==> config.mk <==
export PLATFORM = sky130hd
export DESIGN_NAME = rv_wb
export DESIGN_NICKNAME = d
export VERILOG_FILES = /design/src/rtl/rv_wb.sv
export SDC_FILE = /design/constraint.sdc
export NUM_CORES = 1
export LEC_CHECK = 0
export CORE_MARGIN = 3
export CORE_UTILIZATION = 30
export DETAILED_ROUTE_END_ITERATION = 8
export PLACE_DENSITY_LB_ADDON = 0.1
export SLEW_MARGIN = 20
export SYNTH_ARGS = -nofsm -noshare
export SYNTH_HDL_FRONTEND = slang
export SYNTH_SLANG_ARGS = --single-unit
export TNS_END_PERCENT = 30
==> constraint.sdc <==
create_clock -name clk -period 1.75 [get_ports clk]
set_clock_uncertainty 0.1 [all_clocks]
set_input_delay 0.2625 -clock clk [delete_from_list [all_inputs] [get_ports clk]]
set_output_delay 0.2625 -clock clk [all_outputs]
set_load 0.02 [all_outputs]
==> src/rtl/rv_wb.sv <==
// rv_wb: RV32I write-back stage (Q104H -> Q105H register-file write).
// Optional build macro RV_WB_INSTRET_EN adds a 64-bit retired-instruction counter output.
module rv_wb #(
  parameter int unsigned RSP_TIMEOUT = 255,
  parameter int unsigned TO_W        = 16
) (
  input  logic        clk,
  input  logic        rst,
  input  logic        valid_Q104H,
  input  logic        load_Q104H,
  input  logic [2:0]  funct3_Q104H,
  input  logic [1:0]  byte_off_Q104H,
  input  logic [4:0]  rd_Q104H,
  input  logic        reg_wr_en_Q104H,
  input  logic [31:0] pre_wb_data_Q104H,
  input  logic        dmem_rsp_valid,
  input  logic [31:0] dmem_rsp_data,
  output logic        ready_Q104H,
  output logic        rf_wr_en_Q105H,
  output logic [4:0]  rf_wr_addr_Q105H,
  output logic [31:0] rf_wr_data_Q105H,
  output logic        err_timeout
`ifdef RV_WB_INSTRET_EN
  ,
  output logic [63:0] instret
`endif
);

  typedef enum logic {
    IDLE     = 1'b0,
    WAIT_RSP = 1'b1
  } state_e;

  state_e            state_q, state_d;
  logic [TO_W-1:0]   cnt_q, cnt_d;
  logic              err_q, err_d;
  logic              wr_en_q, wr_en_d;
  logic [4:0]        wr_addr_q, wr_addr_d;
  logic [31:0]       wr_data_q, wr_data_d;

  logic              completed;
  logic              timed_out;
  logic [31:0]       load_data;
  logic [7:0]        sel_byte;
  logic [15:0]       sel_half;

  // Load alignment: byte by full offset, half by offset[1], word unshifted.
  always_comb begin
    sel_byte = dmem_rsp_data[8*byte_off_Q104H +: 8];
    sel_half = byte_off_Q104H[1] ? dmem_rsp_data[31:16] : dmem_rsp_data[15:0];
    case (funct3_Q104H)
      3'b000:  load_data = {{24{sel_byte[7]}}, sel_byte};
      3'b001:  load_data = {{16{sel_half[15]}}, sel_half};
      3'b100:  load_data = {24'd0, sel_byte};
      3'b101:  load_data = {16'd0, sel_half};
      default: load_data = dmem_rsp_data;
    endcase
  end

  always_comb begin
    // NOTE: every always_comb output gets a default first so no path can infer a latch.
    state_d     = state_q;
    cnt_d       = cnt_q;
    ready_Q104H = 1'b1;
    timed_out   = 1'b0;
    case (state_q)
      IDLE: begin
        if (valid_Q104H && load_Q104H && !dmem_rsp_valid) begin
          ready_Q104H = 1'b0;
          state_d     = WAIT_RSP;
          cnt_d       = TO_W'(1);
        end
      end
      WAIT_RSP: begin
        if (dmem_rsp_valid) begin
          state_d = IDLE;
          cnt_d   = '0;
        end else if (cnt_q == TO_W'(RSP_TIMEOUT)) begin
          timed_out = 1'b1;
          state_d   = IDLE;
          cnt_d     = '0;
        end else begin
          ready_Q104H = 1'b0;
          cnt_d       = cnt_q + TO_W'(1);
        end
      end
      default: state_d = IDLE;
    endcase
  end

  assign completed = valid_Q104H & ready_Q104H;

  always_comb begin
    wr_en_d   = completed & reg_wr_en_Q104H & (rd_Q104H != 5'd0) & ~timed_out;
    wr_addr_d = wr_addr_q;
    wr_data_d = wr_data_q;
    err_d     = err_q | timed_out;
    if (wr_en_d) begin
      wr_addr_d = rd_Q104H;
      wr_data_d = load_Q104H ? load_data : pre_wb_data_Q104H;
    end
  end

  // NOTE: sequential state uses non-blocking assignments so all registers update together.
  always_ff @(posedge clk or negedge rst) begin
    if (!rst) begin
      state_q   <= IDLE;
      cnt_q     <= '0;
      err_q     <= 1'b0;
      wr_en_q   <= 1'b0;
      wr_addr_q <= '0;
      wr_data_q <= '0;
    end else begin
      state_q   <= state_d;
      cnt_q     <= cnt_d;
      err_q     <= err_d;
      wr_en_q   <= wr_en_d;
      wr_addr_q <= wr_addr_d;
      wr_data_q <= wr_data_d;
    end
  end

  assign rf_wr_en_Q105H   = wr_en_q;
  assign rf_wr_addr_Q105H = wr_addr_q;
  assign rf_wr_data_Q105H = wr_data_q;
  assign err_timeout      = err_q;

`ifdef RV_WB_INSTRET_EN
  logic [63:0] instret_q;

  // Timed-out loads retire too; the counter wraps naturally.
  always_ff @(posedge clk or negedge rst) begin
    if (!rst) instret_q <= '0;
    else if (completed) instret_q <= instret_q + 64'd1;
  end

  assign instret = instret_q;
`endif

endmodule

## After elaboration in Yosys (flattened, before gate mapping)

Cells that the tools add are included.

| cells by class | value |
|---|---|
| $add $sub $neg | 1 |
| eq/ne operators | 5 |
| shift-type cells | 1 |
| muxes and demuxes | 17 |
| bitwise gates (word level) | 7 |
| reductions and logical operators | 5 |

Operators by type and width:

| kind | number |
|---|---|
| one-hot mux 32 bit (4 select lines) | 1 |
| two-way mux 16 bit | 4 |
| two-way mux 32 bit | 1 |
| one-hot mux 16 bit (2 select lines) | 1 |
| indexed part select 32 x 6 -> 8 bit | 1 |
| adder 16 x 1 -> 16 bit, second input constant | 1 |
| == test 16 x 8 -> 1 bit, second input constant | 1 |
| two-way mux 1 bit | 8 |
| == test 3 bit, second input constant | 2 |
| nonzero test 5 bit | 1 |
| bitwise AND 1 bit | 4 |
| one-hot mux 1 bit (2 select lines) | 2 |
| == test 3 x 1 -> 1 bit, second input constant | 1 |
| logical NOT 3 bit | 1 |
| logical AND 1 bit | 2 |
| != test 2 bit, second input constant | 1 |
| NOT 1 bit | 2 |
| logical NOT 1 bit | 1 |
| OR 1 bit | 1 |

| storage, ports and cells | value |
|---|---|
| flip-flop bits (word level) | 56 |
| input port bits | 80 |
| output and inout bits | 40 |
| logic and storage cells | 42 |

## Longest topological paths before layout

Gate-level depths: netlist of the first run.

| logic depth | value |
|---|---|
| depth after elaboration | 8 |
| depth in mapped cells | 6 |
| gate-level depth less buffers | 5 |

## Worst setup path after synthesis of the first run

Ideal clock, no wire load.

| path | value |
|---|---|
| path kind | register to output |
| from | reg cnt_q[0] |
| to | out ready_Q104H |
| arrival | 1.609 ns |
| data required time | 1.387 ns |
| setup slack | -0.221 ns |
| cell stages (with the launch flop) | 7 |
| buffers on the path | 1 |
| cell sequence | dfrtp_1 -> ha_1 -> and3_1 -> nand4_1 -> clkbuf_1 -> nand2_1 -> a21o_1 |

| on the way | value |
|---|---|
| longest elaborated chain between the ends | 4 |

RTL lines:

| element | RTL line | RTL |
|---|---|---|
| start: declaration | 35 | `logic [TO_W-1:0] cnt_q, cnt_d;` |
| start signal: assignment | 115 | `cnt_q <= cnt_d;` |
| == test 16 x 8 -> 1 bit | 78 | `end else if (cnt_q == TO_W'(RSP_TIMEOUT)) begin` |
| two-way mux 1 bit | 78 |  |
| two-way mux 1 bit | 75 | `if (dmem_rsp_valid) begin` |
| one-hot mux 1 bit (2 select lines) | 66 | `case (state_q)` |
| end: declaration | 18 | `output logic ready_Q104H,` |

Every way passes these cells.

## Worst setup path after layout of the first run

| path | value |
|---|---|
| from | reg cnt_q[1] |
| to | out ready_Q104H |

Same word-level chain as after synthesis.

==> results_dict.tcl, run 1 <==
set metrics [dict create \
    cts_buffers 5 \
    setup_violations 14 \
    die-area_mm2 0.01272 \
    placementRows 38 \
    synth.most_common_cell "nand2_1" \
    async_flop_share_pct 100.0 \
    cts-root-buf "clkbuf_16" \
    required_ps 1390 \
    avgSynthCellArea_um2 8.641 \
    ys_seq_area_share_pct 40.95 \
    synth_top_area_share_pct 40.95 \
    slew_viol_final 0 \
    maxCapViolations 0 \
    r2r_cells 6 \
    synth_area_mm2 0.003422 \
    cts_tree "yes" \
    criticalPathCategory "reg -> out" \
    crit_chain "ha_2, and3_4, nand4_1, nand2_1, a21o_1, buf_6" \
    drive_above_1_share_pct 19.51 \
    dp_hpwl_mm 9.291 \
    fin_ws_ps -189.9 \
    cp_max_fo 2 \
    cp_slowest_stage_delay_ps 380 \
    port_buffers 119 \
    critPathArrivalTime_ps 1580 \
    grtUsageTotal_pct 19.72 \
    yosys.area.top_type "dfrtp_1" \
    power_leakage_nw 2.401 \
    drt_pass1_iterations 4 \
    ys_ff_latch 56 \
    fin_hold_ws_ps 210.8 \
    ant_nets 0 \
    fin_crit_sh_pct 110.9 \
    grt_pass1_wl_mm 20.04 \
    combPwrFrac_pct 41.1 \
    ys.flop_type "dfrtp_1" \
    wl_per_cell_um 18.08 \
    end_kind "output port" \
    hold_class "in -> reg" \
    p_total_mw 4.622 \
    power_density_mw_per_mm2 814.1 \
    finalNonFillerCells 709 \
    drc_errors 0 \
    cp_slowest_cell "dfrtp_1" \
    hold_viol 0 \
    grt-ovfl-total 0 \
    via_count 3723 \
    core_area_mm2 0.01098 \
    synth.distinct_cells 52 \
    viasPerCell 5.251 \
    synthTopCellsByArea "dfrtp_1, o21ai_0, nand2_1" \
    nFillCells 1057 \
    synth_edf_count 0 \
    worst_setup_path_start_kind "flop" \
    drt-initial-drc-count 178 \
    placedCellCount 690 \
    initial_core_util_pct 31.16 \
    intPower_mw 3.042 \
    drt_wl_total_mm 12.82 \
    yosys_warnings 0 \
    period_needed_ps 1940 \
    diodes 0 \
    fp.dieW_um 112.8 \
    max_freq_ghz 0.5155 \
    ir_drop_mv 0.4183 \
    worstSkewPairLatency_ps 290 \
    clk_path_buf_depth 2 \
    rsz0062_at_grt "true" \
    failed_checks "setup timing" \
    outcome "complete, but fails checks" \
    syn_to_final_growth_pct 65.89 \
    post_dp_cell_area_mm2 0.005243 \
    antenna_found_initial 0 \
    postSynthNetCount 477 \
    tns_ps -1003 \
    synthCells 396 \
    clock_sinks 56 \
    switching_share_pct 34.18 \
    synth_commonest_cells "nand2_1, dfrtp_1, o21ai_0" \
    holdPathStages 3 \
    clk_pin_slew_worst_paths_ps 70 \
    ios 120 \
    p_sw_mw 1.580 \
    final_nets 650 \
    post-route-cell-area_mm2 0.005677 \
    grt_max_degree 57 \
    gp_congestion 0.8491 \
    htree_levels 2 \
    relSlewSlack_pct 72.18 \
    seqPwrFrac_pct 36.3 \
    power_frac_clock_pct 22.6 \
    grt_pass1_vias 3695 \
    max_slew.worst_pin.slew_ps 416.4 \
    dieHeight_um 112.8 \
]
[worst max-delay path: cells and delay by family, from the launching register on]
kind / cells / cell delay [ps]
compound gates: 1 / 190
fa+ha+maj: 1 / 190
buf+inv: 1 / 130
flops: 1 / 380
simple gates: 3 / 400
[cells in the final DEF, fill, tap and decap left out, drive strengths merged, types with 8 or more instances in the layout]
master	netlist	layout
o21ai	56	56
mux2i	14	14
nor2b	13	13
buf	10	78
dfrtp	56	56
o221ai	10	10
a21oi	23	23
dlygate4sd2	0	9
inv	10	10
and3	8	8
a31oi	14	14
nand3b	8	8
nor2	15	15
a221oi	16	16
nand2	58	58
clkdlybuf4s50	0	108
[layout make-up]
| cell class | count | area [um^2] | area share [%] |
|---|---|---|---|
| multi-input combinational | 299 | 1976 | 34.80 |
| inverter | 11 | 43.79 | 0.7714 |
| clock inverter | 1 | 8.758 | 0.1543 |
| clock buffer | 6 | 138.9 | 2.447 |
| timing repair buffer | 196 | 1933 | 34.05 |
| tap | 140 | 175.2 | 3.086 |
| sequential | 56 | 1401 | 24.69 |
[through the flow]
step / util (%) / worst slack (ps)
after floorplan: - / -51.49
final: 51.69 / -189.9
after global placement: 47.73 / -550.1
after detailed placement: 47.73 / -521.7
after global routing: 51.69 / -263.4
after CTS: 50.72 / -181.2
[worst paths after layout]
path | start | to | slack (ps)
max in group asynchronous | rst | rf_wr_data_Q105H[0]$_DFFE_PN0P_ | 880
min reg2reg | rf_wr_data_Q105H[9]$_DFFE_PN0P_ | rf_wr_data_Q105H[9]$_DFFE_PN0P_ | 380
min | rd_Q104H[3] | rf_wr_addr_Q105H[3]$_DFFE_PN0P_ | 210
max | cnt_q[1]$_DFFE_PN0P_ | ready_Q104H | -190
min in group asynchronous | rst | rf_wr_data_Q105H[15]$_DFFE_PN0P_ | 390
max reg2reg | cnt_q[1]$_DFFE_PN0P_ | cnt_q[14]$_DFFE_PN0P_ | -160
[power by group through the flow]
stage	logic (mW)	registers (mW)	clock network, mW
floorplan	0.575	1.94	0
global placement	1.82	1.70	0
detailed placement	1.84	1.70	0
CTS	1.91	1.68	1.07
global route	2.04	1.71	1.11
finish	1.90	1.68	1.04
[kinds of logic (layout without fill, tap and decap cells)]
| group | count (synthesis) | after routing | synth area share, % |
|---|---|---|---|
| compound gates | 140 | 140 | 26.00 |
| simple gates | 139 | 139 | 21.68 |
| flops | 56 | 56 | 40.95 |
| buf+inv | 42 | 214 | 5.082 |
| mux | 16 | 17 | 5.411 |
| xor+xnor | 2 | 2 | 0.5120 |
| fa+ha+maj | 1 | 1 | 0.3656 |
[sequential cells by signal, summed over array words and instances, names as in the netlist]
register          flops
cnt_q                16
err_timeout           1
rf_wr_addr_Q105H      5
rf_wr_data_Q105H     32
rf_wr_en_Q105H        1
state_q               1
[metal layers]
layer  global-route usage [%]  vias up  wire (um)  share of wire, %
li1                         -     1839          -                 -
met1                    28.14     1771       6044                47
met2                    31.40      103       5880                46
met3                    3.583       10        726               5.7
met4                    4.167        0        170               1.3
met5                        0        -          0                 0
[what timing repair did]
item,4_1_cts,5_1_grt
setup endpoints to repair,43,44
hold buffers,1,0
setup buffers,1,6
pin swaps,11,8
gates resized for setup,36,16
gates cloned,4,0
hold endpoints to repair,56,0
Note: power is estimated with default switching activity, not from simulation.
==> run 2, diff against run 1 <==
--- a/config.mk
+++ b/config.mk
@@ -6,7 +6,7 @@
 export NUM_CORES = 1
 export LEC_CHECK = 0
 export CORE_MARGIN = 3
-export CORE_UTILIZATION = 30
+export CORE_UTILIZATION = 41
 export DETAILED_ROUTE_END_ITERATION = 8
 export PLACE_DENSITY_LB_ADDON = 0.1
 export SLEW_MARGIN = 20
==> run 2 against run 1 <==
Compared with the run above: register-to-register slack worse by 30 ps; via count is 7.1% higher; total power is 1.6% lower; the flow still finishes with violations (setup timing); die area is 26% lower; clock power is 26% lower; clock-buffer cell count stayed put.
==> results_dict.tcl, run 2 (synthesis results as in run 1) <==
set metrics [dict create \
    placementRows 32 \
    period_needed_ps 1976 \
    via_count 3987 \
    cts-root-buf "clkbuf_8" \
    grt_pass1_wl_mm 19.98 \
    drt-initial-drc-count 317 \
    gp_congestion 0.9084 \
    worst_setup_path_start_kind "flop" \
    core_area_mm2 0.007928 \
    initial_core_util_pct 43.17 \
    hold_viol 0 \
    cp_slowest_stage_delay_ps 430 \
    drt_pass1_iterations 5 \
    cp_max_fo 3 \
    cts_tree "yes" \
    holdPathStages 3 \
    failed_checks "setup timing" \
    final_common_cell "clkdlybuf4s50_1" \
    fin_ws_ps -225.9 \
    r2r_cells 6 \
    p_total_mw 4.549 \
    ios 120 \
    reg2reg_from "cnt_q[0]$_DFFE_PN0P_" \
    required_ps 1390 \
    post-route-cell-area_mm2 0.005715 \
    setup_violations 7 \
    outcome "complete, but fails checks" \
    hold_class "in -> reg" \
    max_freq_ghz 0.5061 \
    final_nets 652 \
    hold_start "rd_Q104H[3]" \
    crit_chain "ha_4, and3_4, nand4_1, nand2_1, a21o_1, buf_6" \
    diodes 0 \
    antenna_found_initial 0 \
    post_dp_cell_area_mm2 0.005125 \
    syn_to_final_growth_pct 67.02 \
    placedCellCount 646 \
    grt-ovfl-total 0 \
    clock_sinks 56 \
    fin_crit_sh_pct 112.9 \
    fp.dieW_um 97.36 \
    criticalPathCategory "reg -> out" \
    crit_path_start "cnt_q[0]$_DFFE_PN0P_" \
    htree_levels 2 \
    drc_errors 0 \
    maxCapViolations 0 \
    worstSkewPairLatency_ps 320 \
    grt_max_degree 43 \
    grt_pass1_vias 3803 \
    slew_viol_final 0 \
    clk_path_buf_depth 2 \
    end_kind "output port" \
    cts_buffers 5 \
    power_density_mw_per_mm2 795.9 \
    power_leakage_nw 2.446 \
    rsz0062_at_grt "true" \
    cp_slowest_cell "dfrtp_1" \
    ant_nets 0 \
    grtUsageTotal_pct 25.94 \
    port_buffers 119 \
    worst-r2r-setup-slack_ps -190 \
    largest_reg_flops 32 \
    drive_above_1_share_pct 22.20 \
    wl_per_cell_um 18.99 \
    tns_ps -735.8 \
    clk_pin_slew_worst_paths_ps 110 \
    drt_wl_total_mm 12.80 \
    max_slew.worst_pin.slew_ps 375.6 \
    finalNonFillerCells 674 \
    viasPerCell 5.915 \
    final_cell_mix "clkdlybuf4s50_1, nand2_1, dfrtp_1, buf_4, o21ai_0" \
    die-area_mm2 0.009479 \
    place_ws_ps -594.2 \
    dp_hpwl_mm 8.916 \
    hold_end "rf_wr_addr_Q105H[3]$_DFFE_PN0P_" \
    relSlewSlack_pct 74.31 \
    dieHeight_um 97.36 \
    critPathArrivalTime_ps 1610 \
    r2r-end "cnt_q[12]$_DFFE_PN0P_" \
    ir_drop_mv 0.4424 \
]
run 2: stage by stage:
step / utilization [%] / hold slack (ps)
final: 72.10 / 160.8
after global routing: 72.10 / 168.3
after CTS: 69.67 / 170.6
after detailed placement: 64.65 / 106.7
after global placement: 64.65 / 107.9
after floorplan: - / -133.1
run 2: worst max-delay path: cells and delay by family, from the launching register on:
family	cells	cell delay, ps
AND/OR/NAND/NOR	3	380
adder cells (fa/ha/maj)	1	180
AO/OA/AOI/OAI	1	170
flip-flops	1	430
buffers and inverters	1	130
run 2: metal layers:
metal / up-vias / share of wire, % / GRT usage, %
li1: 1839 / - / -
met1: 1895 / 44 / 37.02
met2: 226 / 46 / 40.33
met3: 27 / 8.6 / 5.456
met4: 0 / 1.8 / 6.496
met5: - / 0 / 0
run 2: how the worst max path moves through the flow:
stage,endpoint,slack (ps),cells after the start
6_report,ready_Q104H,-230,6
5_1_grt,ready_Q104H,-290,6
4_1_cts,ready_Q104H,-200,6
3_5_place_dp,rf_wr_data_Q105H[8]$_DFFE_PN0P_,-590,5
3_3_place_gp,rf_wr_data_Q105H[8]$_DFFE_PN0P_,-530,5
2_1_floorplan,cnt_q[12]$_DFFE_PN0P_,-50,5
run 2: area by class of cell:
type / instances / area (um^2)
clock inverters: 2 / 13.76
flip-flops and latches: 56 / 1401
repair buffers: 199 / 2003
inverters: 11 / 43.79
fillers: 581 / 2212
clock buffers: 6 / 82.58
well taps: 102 / 127.6
multi-input cells: 298 / 2043
run 2: repair_timing:
action / in CTS / in global routing
hold endpoints to repair: 14 / 0
hold buffers: 1 / 0
endpoints found under the setup margin: 46 / 47
pin swaps: 14 / 10
buffers inserted: 12 / 5
cloned: 4 / 1
resized for setup: 57 / 35
run 2: power breakdown:
group	switching [mW]	internal (mW)	leakage, nW
clock network	0.443	0.325	0.0516
registers	0.167	1.53	0.708
logic	1.04	1.05	1.69
==> run 3, diff against run 2 <==
--- a/config.mk
+++ b/config.mk
@@ -5,8 +5,11 @@
 export SDC_FILE = /design/constraint.sdc
 export NUM_CORES = 1
 export LEC_CHECK = 0
+export CELL_PAD_IN_SITES_DETAIL_PLACEMENT = 1
+export CELL_PAD_IN_SITES_GLOBAL_PLACEMENT = 2
 export CORE_MARGIN = 3
-export CORE_UTILIZATION = 41
+export CORE_UTILIZATION = 23
+export CTS_CLUSTER_DIAMETER = 150
 export DETAILED_ROUTE_END_ITERATION = 8
 export PLACE_DENSITY_LB_ADDON = 0.1
 export SLEW_MARGIN = 20
==> run 3 against run 2 <==
Compared with the run above: the run still ends with setup timing left; worst hold slack lost 85 ps; global-route usage shrank 7.1 points; critical path depth shrank 1; combinational power is essentially flat; total power grew 8.4%; utilization shrank 30 points; critical endpoint unchanged.
==> results_dict.tcl, run 3 (synthesis results as in run 1) <==
set metrics [dict create \
    outcome "complete, but fails checks" \
    failed_checks "setup timing" \
    post-route-cell-area_mm2 0.005956 \
    antenna_found_initial 1 \
    grt-ovfl-total 0 \
    clock_sinks 56 \
    drt_pass1_iterations 4 \
    cp_max_fo 2 \
    setup_violations 14 \
    required_ps 1390 \
    final_cell_mix "clkdlybuf4s50_1, buf_4, dfrtp_1, nand2_1, o21ai_0" \
    drt-initial-drc-count 171 \
    grt_max_degree 57 \
    dp_hpwl_mm 10.81 \
    fin_ws_ps -227.1 \
    worst_setup_path_start_kind "flop" \
    ant_nets 0 \
    power_density_mw_per_mm2 828.0 \
    place_ws_ps -639.4 \
    critPathArrivalTime_ps 1610 \
    hold_viol 0 \
    fp.dieW_um 128.0 \
    drc_errors 0 \
    period_needed_ps 1977 \
    slew_viol_final 0 \
    relSlewSlack_pct 76.96 \
    worstSkewPairLatency_ps 300 \
    hold_class "in -> reg" \
    grt_pass1_wl_mm 24.15 \
    max_freq_ghz 0.5058 \
    max_slew.worst_pin.slew_ps 345.6 \
    power_leakage_nw 2.542 \
    fin_crit_sh_pct 113.0 \
    grt_pass1_vias 4316 \
    clk_path_buf_depth 2 \
    criticalPathCategory "reg -> out" \
    final_common_cell "clkdlybuf4s50_1" \
    p_total_mw 4.931 \
    core_area_mm2 0.01420 \
    cts_buffers 5 \
    maxCapViolations 0 \
    nFillCells 1671 \
    die-area_mm2 0.01638 \
    initial_core_util_pct 24.09 \
    rsz0062_at_grt "true" \
    ir_drop_mv 0.3761 \
    largest_reg_flops 32 \
    cts-root-buf "clkbuf_16" \
    via_count 3918 \
    gp_congestion 0.7747 \
    post_dp_cell_area_mm2 0.005330 \
    drive_above_1_share_pct 22.95 \
    post-route-util_pct 41.93 \
    drt_wl_total_mm 15.59 \
    cts_tree "yes" \
    viasPerCell 5.122 \
    end_kind "output port" \
    htree_levels 2 \
    port_buffers 119 \
    placementRows 43 \
    ios 120 \
    grtUsageTotal_pct 18.89 \
    syn_to_final_growth_pct 74.04 \
    dieHeight_um 128.0 \
    wl_per_cell_um 20.38 \
    clk_pin_slew_worst_paths_ps 80 \
    final_nets 664 \
]
==> run 3: worst max-delay path, stage by stage, from the launching register on <==
cell     delay (ps)
dfrtp_1         420
nor4_4          330
nand4_1         190
nand2_1         120
a21o_1          140
buf_6           120
==> run 3: metrics by stage <==
step	setup TNS [ps]	std cells	hold WS [ps]
2_1_floorplan	-97.88	396	-133.1
5_1_grt	-3676	765	92.98
3_5_place_dp	-19270	735	202.9
4_1_cts	-1015	760	161.7
3_3_place_gp	-18240	735	200.2
6_report	-1095	765	75.41
==> run 3: final cells by class <==
cell class / instances / area, um^2 / share of cell area (%)
multi-input cells: 299 / 2031 / 34.10
clock buffers: 6 / 128.9 / 2.164
inverters: 11 / 43.79 / 0.7353
flip-flops and latches: 56 / 1401 / 23.53
repair buffers: 210 / 2088 / 35.06
clock inverters: 2 / 35.03 / 0.5882
well taps: 180 / 225.2 / 3.782
diodes: 1 / 2.502 / 0.04202
==> run 3: power by group <==
part / internal (mW) / switching, mW
Combinational: 1.02 / 1.03
Sequential: 1.53 / 0.160
Clock: 0.677 / 0.515
==> run 3: worst paths after layout <==
path	startpoint	slack, ps	depth (start not counted)	to
min in group asynchronous	rst	390	3	rf_wr_addr_Q105H[1]$_DFFE_PN0P_
hold reg to reg	rf_wr_data_Q105H[30]$_DFFE_PN0P_	380	2	rf_wr_data_Q105H[30]$_DFFE_PN0P_
setup reg to reg	cnt_q[8]$_DFFE_PN0P_	-220	6	cnt_q[15]$_DFFE_PN0P_
setup / recovery	cnt_q[15]$_DFFE_PN0P_	-230	5	ready_Q104H
hold / removal	rd_Q104H[3]	80	3	rf_wr_addr_Q105H[3]$_DFFE_PN0P_
max in group asynchronous	rst	870	3	rf_wr_data_Q105H[28]$_DFFE_PN0P_
==> run 3: what timing repair did <==
action	in CTS	in global routing
pin swaps	12	3
setup buffers	10	4
hold buffers	1	0
setup endpoints to repair	51	39
endpoints found under the hold margin	56	0
gates resized for setup	56	12
cloned	6	0
==> run 3: per-layer routing <==
metal / part of all wire (%) / up-vias / global-route usage (%) / routed length [um]
li1: - / 1863 / - / -
met4: 2.0 / 0 / 5.556 / 304
met1: 42 / 1948 / 22.93 / 6611
met3: 4.0 / 22 / 3.750 / 620
met2: 52 / 85 / 33.70 / 8053
met5: 0 / - / 0 / 0
==> edit 1 (flow settings as in run 1) <==
Build with the macro `RV_WB_INSTRET_EN` defined.
--- a/src/rtl/rv_wb.sv
+++ b/src/rtl/rv_wb.sv
@@ -2,2 +2,4 @@
 // Optional build macro RV_WB_INSTRET_EN adds a 64-bit retired-instruction counter output.
+`define RV_WB_INSTRET_EN
+
 module rv_wb #(
Function (old outputs only; new: instret): kept (Yosys induction, for registers that start in step).
==> edit 1 against run 1 <==
Sequential cell count is 64 higher. Setup slack worse by 0.24 ns. Synthesized area increased by 89%. Total power increased by 120%. Wire length grew 85%. Sequential share of layout area grew 1.9 points. The flow still finishes with violations (negative setup slack). Largest cell class unchanged. Design area is 100% higher. Combinational power is 62% higher. Highest routed layer unchanged.
==> edit 1: results (changes against run 1) <==
final_layout:
  multi_input_area_share_pct: 35.58  # was 34.80%
  multi_input_comb_cells: 514  # was 299
  n_all_inverters: 12  # was 11
  seq_cells: 120  # was 56
  n_fill_cell: 1926  # was 1057
  nClkBuffers: 18  # was 6
  drive_gt1_share_pct: 36.26  # was 19.51%
  seqCellArea_um2: 3048  # was 1401 µm²
  nonClkBufAreaFrac_pct: 28.70  # was 34.05%
  nNonClkBuffers: 370  # was 196
sta:
  hold_slack_ns: 0.2935  # was 0.2108 ns
  worstMarginPinSlew_ns: 0.5540  # was 0.4164 ns
  setup_ws_ns: -0.4322  # was -0.1899 ns
  setup_viol: 81  # was 14
  fin_setup_tns_ns: -23.35  # was -1.003 ns
critical_path:
  arrival_ns: 1.82  # was 1.58 ns
  slowest_delay_ns: 0.41  # was 0.38 ns
  reg2reg_from: "cnt_q[12]$_DFFE_PN0P_"  # was cnt_q[1]$_DFFE_PN0P_
  crit_path_max_fanout: 3  # was 2
  reg2regPathDepth: 7  # was 6
  r2r-end: "instret[59]$_DFFE_PN0P_"  # was cnt_q[14]$_DFFE_PN0P_
  rrSetupSlack_ns: -0.42  # was -0.16 ns
power:
  p_leak_nw: 5.488  # was 2.401 nW
  ir_worst_vdd_v: 0.0006042  # was 0.0004183 V
grt:
  grt_usage_pct: 20.00  # was 19.72%
  grt_pass1_wl_mm: 37.65  # was 20.04 mm
  use_met3_pct: 5.294  # was 3.583%
yosys:
  ys_types: 60  # was 52
  synth_nets: 761  # was 477
  syn_avg_cell_area_um2: 9.538  # was 8.641 µm²
  synth_area_leaders: "dfrtp_1 46%, xor2_1 5.5%, nand2_1 4.5%"  # was dfrtp_1 41%, o21ai_0 6.7%, nand2_1 6.4%
  ys_top_cells_by_count: "120 x dfrtp_1, 78 x nand2_1, 58 x o21ai_0"  # was 58 x nand2_1, 56 x dfrtp_1, 46 x o21ai_0
  yosysSeqAreaShare_pct: 46.37  # was 40.95%
route:
  vias_per_cell: 5.086  # was 5.251
  wl_met3_mm: 1.474  # was 726 µm
  vias: 6729  # was 3723
  drt_iter0_drc: 311  # was 178
place:
  post-place-ws_ns: -0.5866  # was -0.5217 ns
  placed_area_um2: 10070  # was 5243 µm²
  place_congestion: 0.9134  # was 0.8491
  io_buffers: 183  # was 119
  hpwl_mm: 17.54  # was 9.291 mm
worst_hold_path:
  hold_path_class: "input pin to async pin"  # was input pin to register
clock_tree:
  clock_latency_ns: 0.41  # was 0.29 ns
  cts_max_level: 4  # was 2
status:
  violations: "negative setup slack"  # unchanged
  status: "complete, but fails checks"  # unchanged
floorplan:
  rows: 53  # was 38
[edit 1: cell types whose count changed after synthesis, moves of 20 or more]
cell     delta
nand3_1    +31
dfrtp_1    +64
nand2_1    +20
xnor2_1    +24
nor3_1     +23
xor2_1     +39
[edit 1: cell families after synthesis]
family	count (synthesis)	synth area share, %
AOI/OAI and AO/OA	151	15.36
xor gates and xnor gates	65	8.790
adders and majority gates	2	0.3863
buffers and inverters	46	3.207
DFF	120	46.37
muxes	10	1.932
and+or+nand+nor	285	23.96
[edit 1: how the worst max path moves through the flow]
stage | start | end | slack, ns | cells after the start
global route | cnt_q[12]$_DFFE_PN0P_ | ready_Q104H | -0.53 | 4
floorplan | cnt_q[13]$_DFFE_PN0P_ | instret[59]$_DFFE_PN0P_ | -0.19 | 5
global placement | dmem_rsp_valid | instret[16]$_DFFE_PN0P_ | -0.61 | 8
finish | cnt_q[12]$_DFFE_PN0P_ | ready_Q104H | -0.43 | 4
detailed placement | dmem_rsp_valid | instret[5]$_DFFE_PN0P_ | -0.59 | 7
CTS | cnt_q[15]$_DFFE_PN0P_ | ready_Q104H | -0.47 | 4
[edit 1: timing repair]
action	4_1_cts	5_1_grt
gates resized for setup	213	68
endpoints found under the setup margin	189	119
cloned	3	0
endpoints found under the hold margin	120	0
setup buffers	12	5
pin swaps	76	50
hold buffers	1	0
[edit 1: power groups by stage]
stage                     Combinational [W]  Clock, W  Sequential, W
after global routing                0.00331   0.00417        0.00340
after detailed placement            0.00297         0        0.00340
after CTS                           0.00302   0.00404        0.00336
final                               0.00307   0.00395        0.00336
after global placement              0.00293         0        0.00339
after floorplan                    0.000860         0        0.00384
[edit 1: tightest hold or removal path: cells and delay by family]
family	cells	cell delay (ns)
buffers and inverters	3	0.95
==> edit 2 (config.mk and constraints of run 1) <==
Made on the original files. Register the output `err_timeout` once more, without a reset; this adds one clock of latency there. The other outputs are not delayed to match.
--- a/src/rtl/rv_wb.sv
+++ b/src/rtl/rv_wb.sv
@@ -125,3 +125,5 @@
   assign rf_wr_data_Q105H = wr_data_q;
-  assign err_timeout      = err_q;
+  always_ff @(posedge clk) begin
+    err_timeout <= err_q;
+  end
 
Behaviour: no difference found for any inputs over 10 cycles, from zero or initial values and one cycle with rst low; that may be too few to reach the edited logic, so the function may still have changed.
==> edit 2 against run 1 <==
The flow still finishes with violations (negative setup slack). Global-route usage increased by 1.5 points. Synthesized area is 0.59% higher. Setup slack worse by 0.014 ns. Design area increased by 4.0%. Via count increased by 4.4%. Wire length rose by 5.2%. Total power rose by 17%. Sequential cell count up 1. Largest cell class is now non-clock buffers. Largest power group unchanged.
==> edit 2: results (changes against run 1) <==
grt:
  grt.met1_usage_pct: 30.84  # was 28.14%
  grt_pass1_wl_mm: 21.31  # was 20.04 mm
  use_met3_pct: 5.722  # was 3.583%
  use_met2_pct: 32.03  # was 31.40%
  grt_pass1_vias: 3805  # was 3695
power:
  p_leak_nw: 2.516  # was 2.401 nW
  switchingPower_w: 0.001754  # was 0.001580 W
  pwr-share-clk_pct: 32.4  # was 22.6%
  ir_worst_vdd_v: 0.0005776  # was 0.0004183 V
  swShare_pct: 32.30  # was 34.18%
place:
  hpwl_mm: 9.265  # was 9.291 mm
  place_inst: 687  # was 690
sta:
  setup_viol: 6  # was 14
  setup_ws_ns: -0.2038  # was -0.1899 ns
  fin_setup_tns_ns: -0.5846  # was -1.003 ns
yosys:
  synth-adder-area-share_pct: 0.3635  # was 0.3656%
  syn_inst: 397  # was 396
  synth_nets: 478  # was 477
  synth_xor_area_share_pct: 0.5089  # was 0.5119%
  synth_compound_gate_area_share_pct: 25.85  # was 26.00%
  ys_types: 53  # was 52
  yosysSeqAreaShare_pct: 41.29  # was 40.95%
  synth-async-reset-ratio_pct: 98.25  # was 100.0%
route:
  drt_iter0_drc: 288  # was 178
  wl_met2_mm: 6.209  # was 5.880 mm
  vias: 3885  # was 3723
  wl_met3_mm: 1.105  # was 726 µm
status:
  status: "complete, but fails checks"  # unchanged
  violations: "negative setup slack"  # unchanged
final_layout:
  drive_gt1_share_pct: 21.03  # was 19.51%
clock_tree:
  cts_max_level: 3  # was 2
  cts_made_buffers: 9  # was 5
## edit 2: path summary, 6_finish.rpt
kind | start | to | slack (ns) | cells past startpoint
max in group asynchronous | rst | state_q$_DFF_PN0_ | 0.90 | 3
worst max register to register | cnt_q[0]$_DFFE_PN0P_ | cnt_q[12]$_DFFE_PN0P_ | -0.18 | 6
worst min register to register | err_q$_DFF_PN0_ | err_timeout$_DFF_P_ | 0.27 | 0
worst min-delay path | rd_Q104H[3] | rf_wr_addr_Q105H[3]$_DFFE_PN0P_ | 0.16 | 3
min in group asynchronous | rst | rf_wr_data_Q105H[16]$_DFFE_PN0P_ | 0.38 | 3
worst max-delay path | cnt_q[15]$_DFFE_PN0P_ | ready_Q104H | -0.20 | 5
## edit 2: final cells by class
cell class / count / share of cell area (%)
timing repair buffer: 197 / 33.69
multi-input combinational: 299 / 33.59
sequential: 57 / 24.09
clock buffer: 13 / 4.238
tap: 140 / 2.967
inverter: 11 / 0.7417
clock inverter: 3 / 0.6781
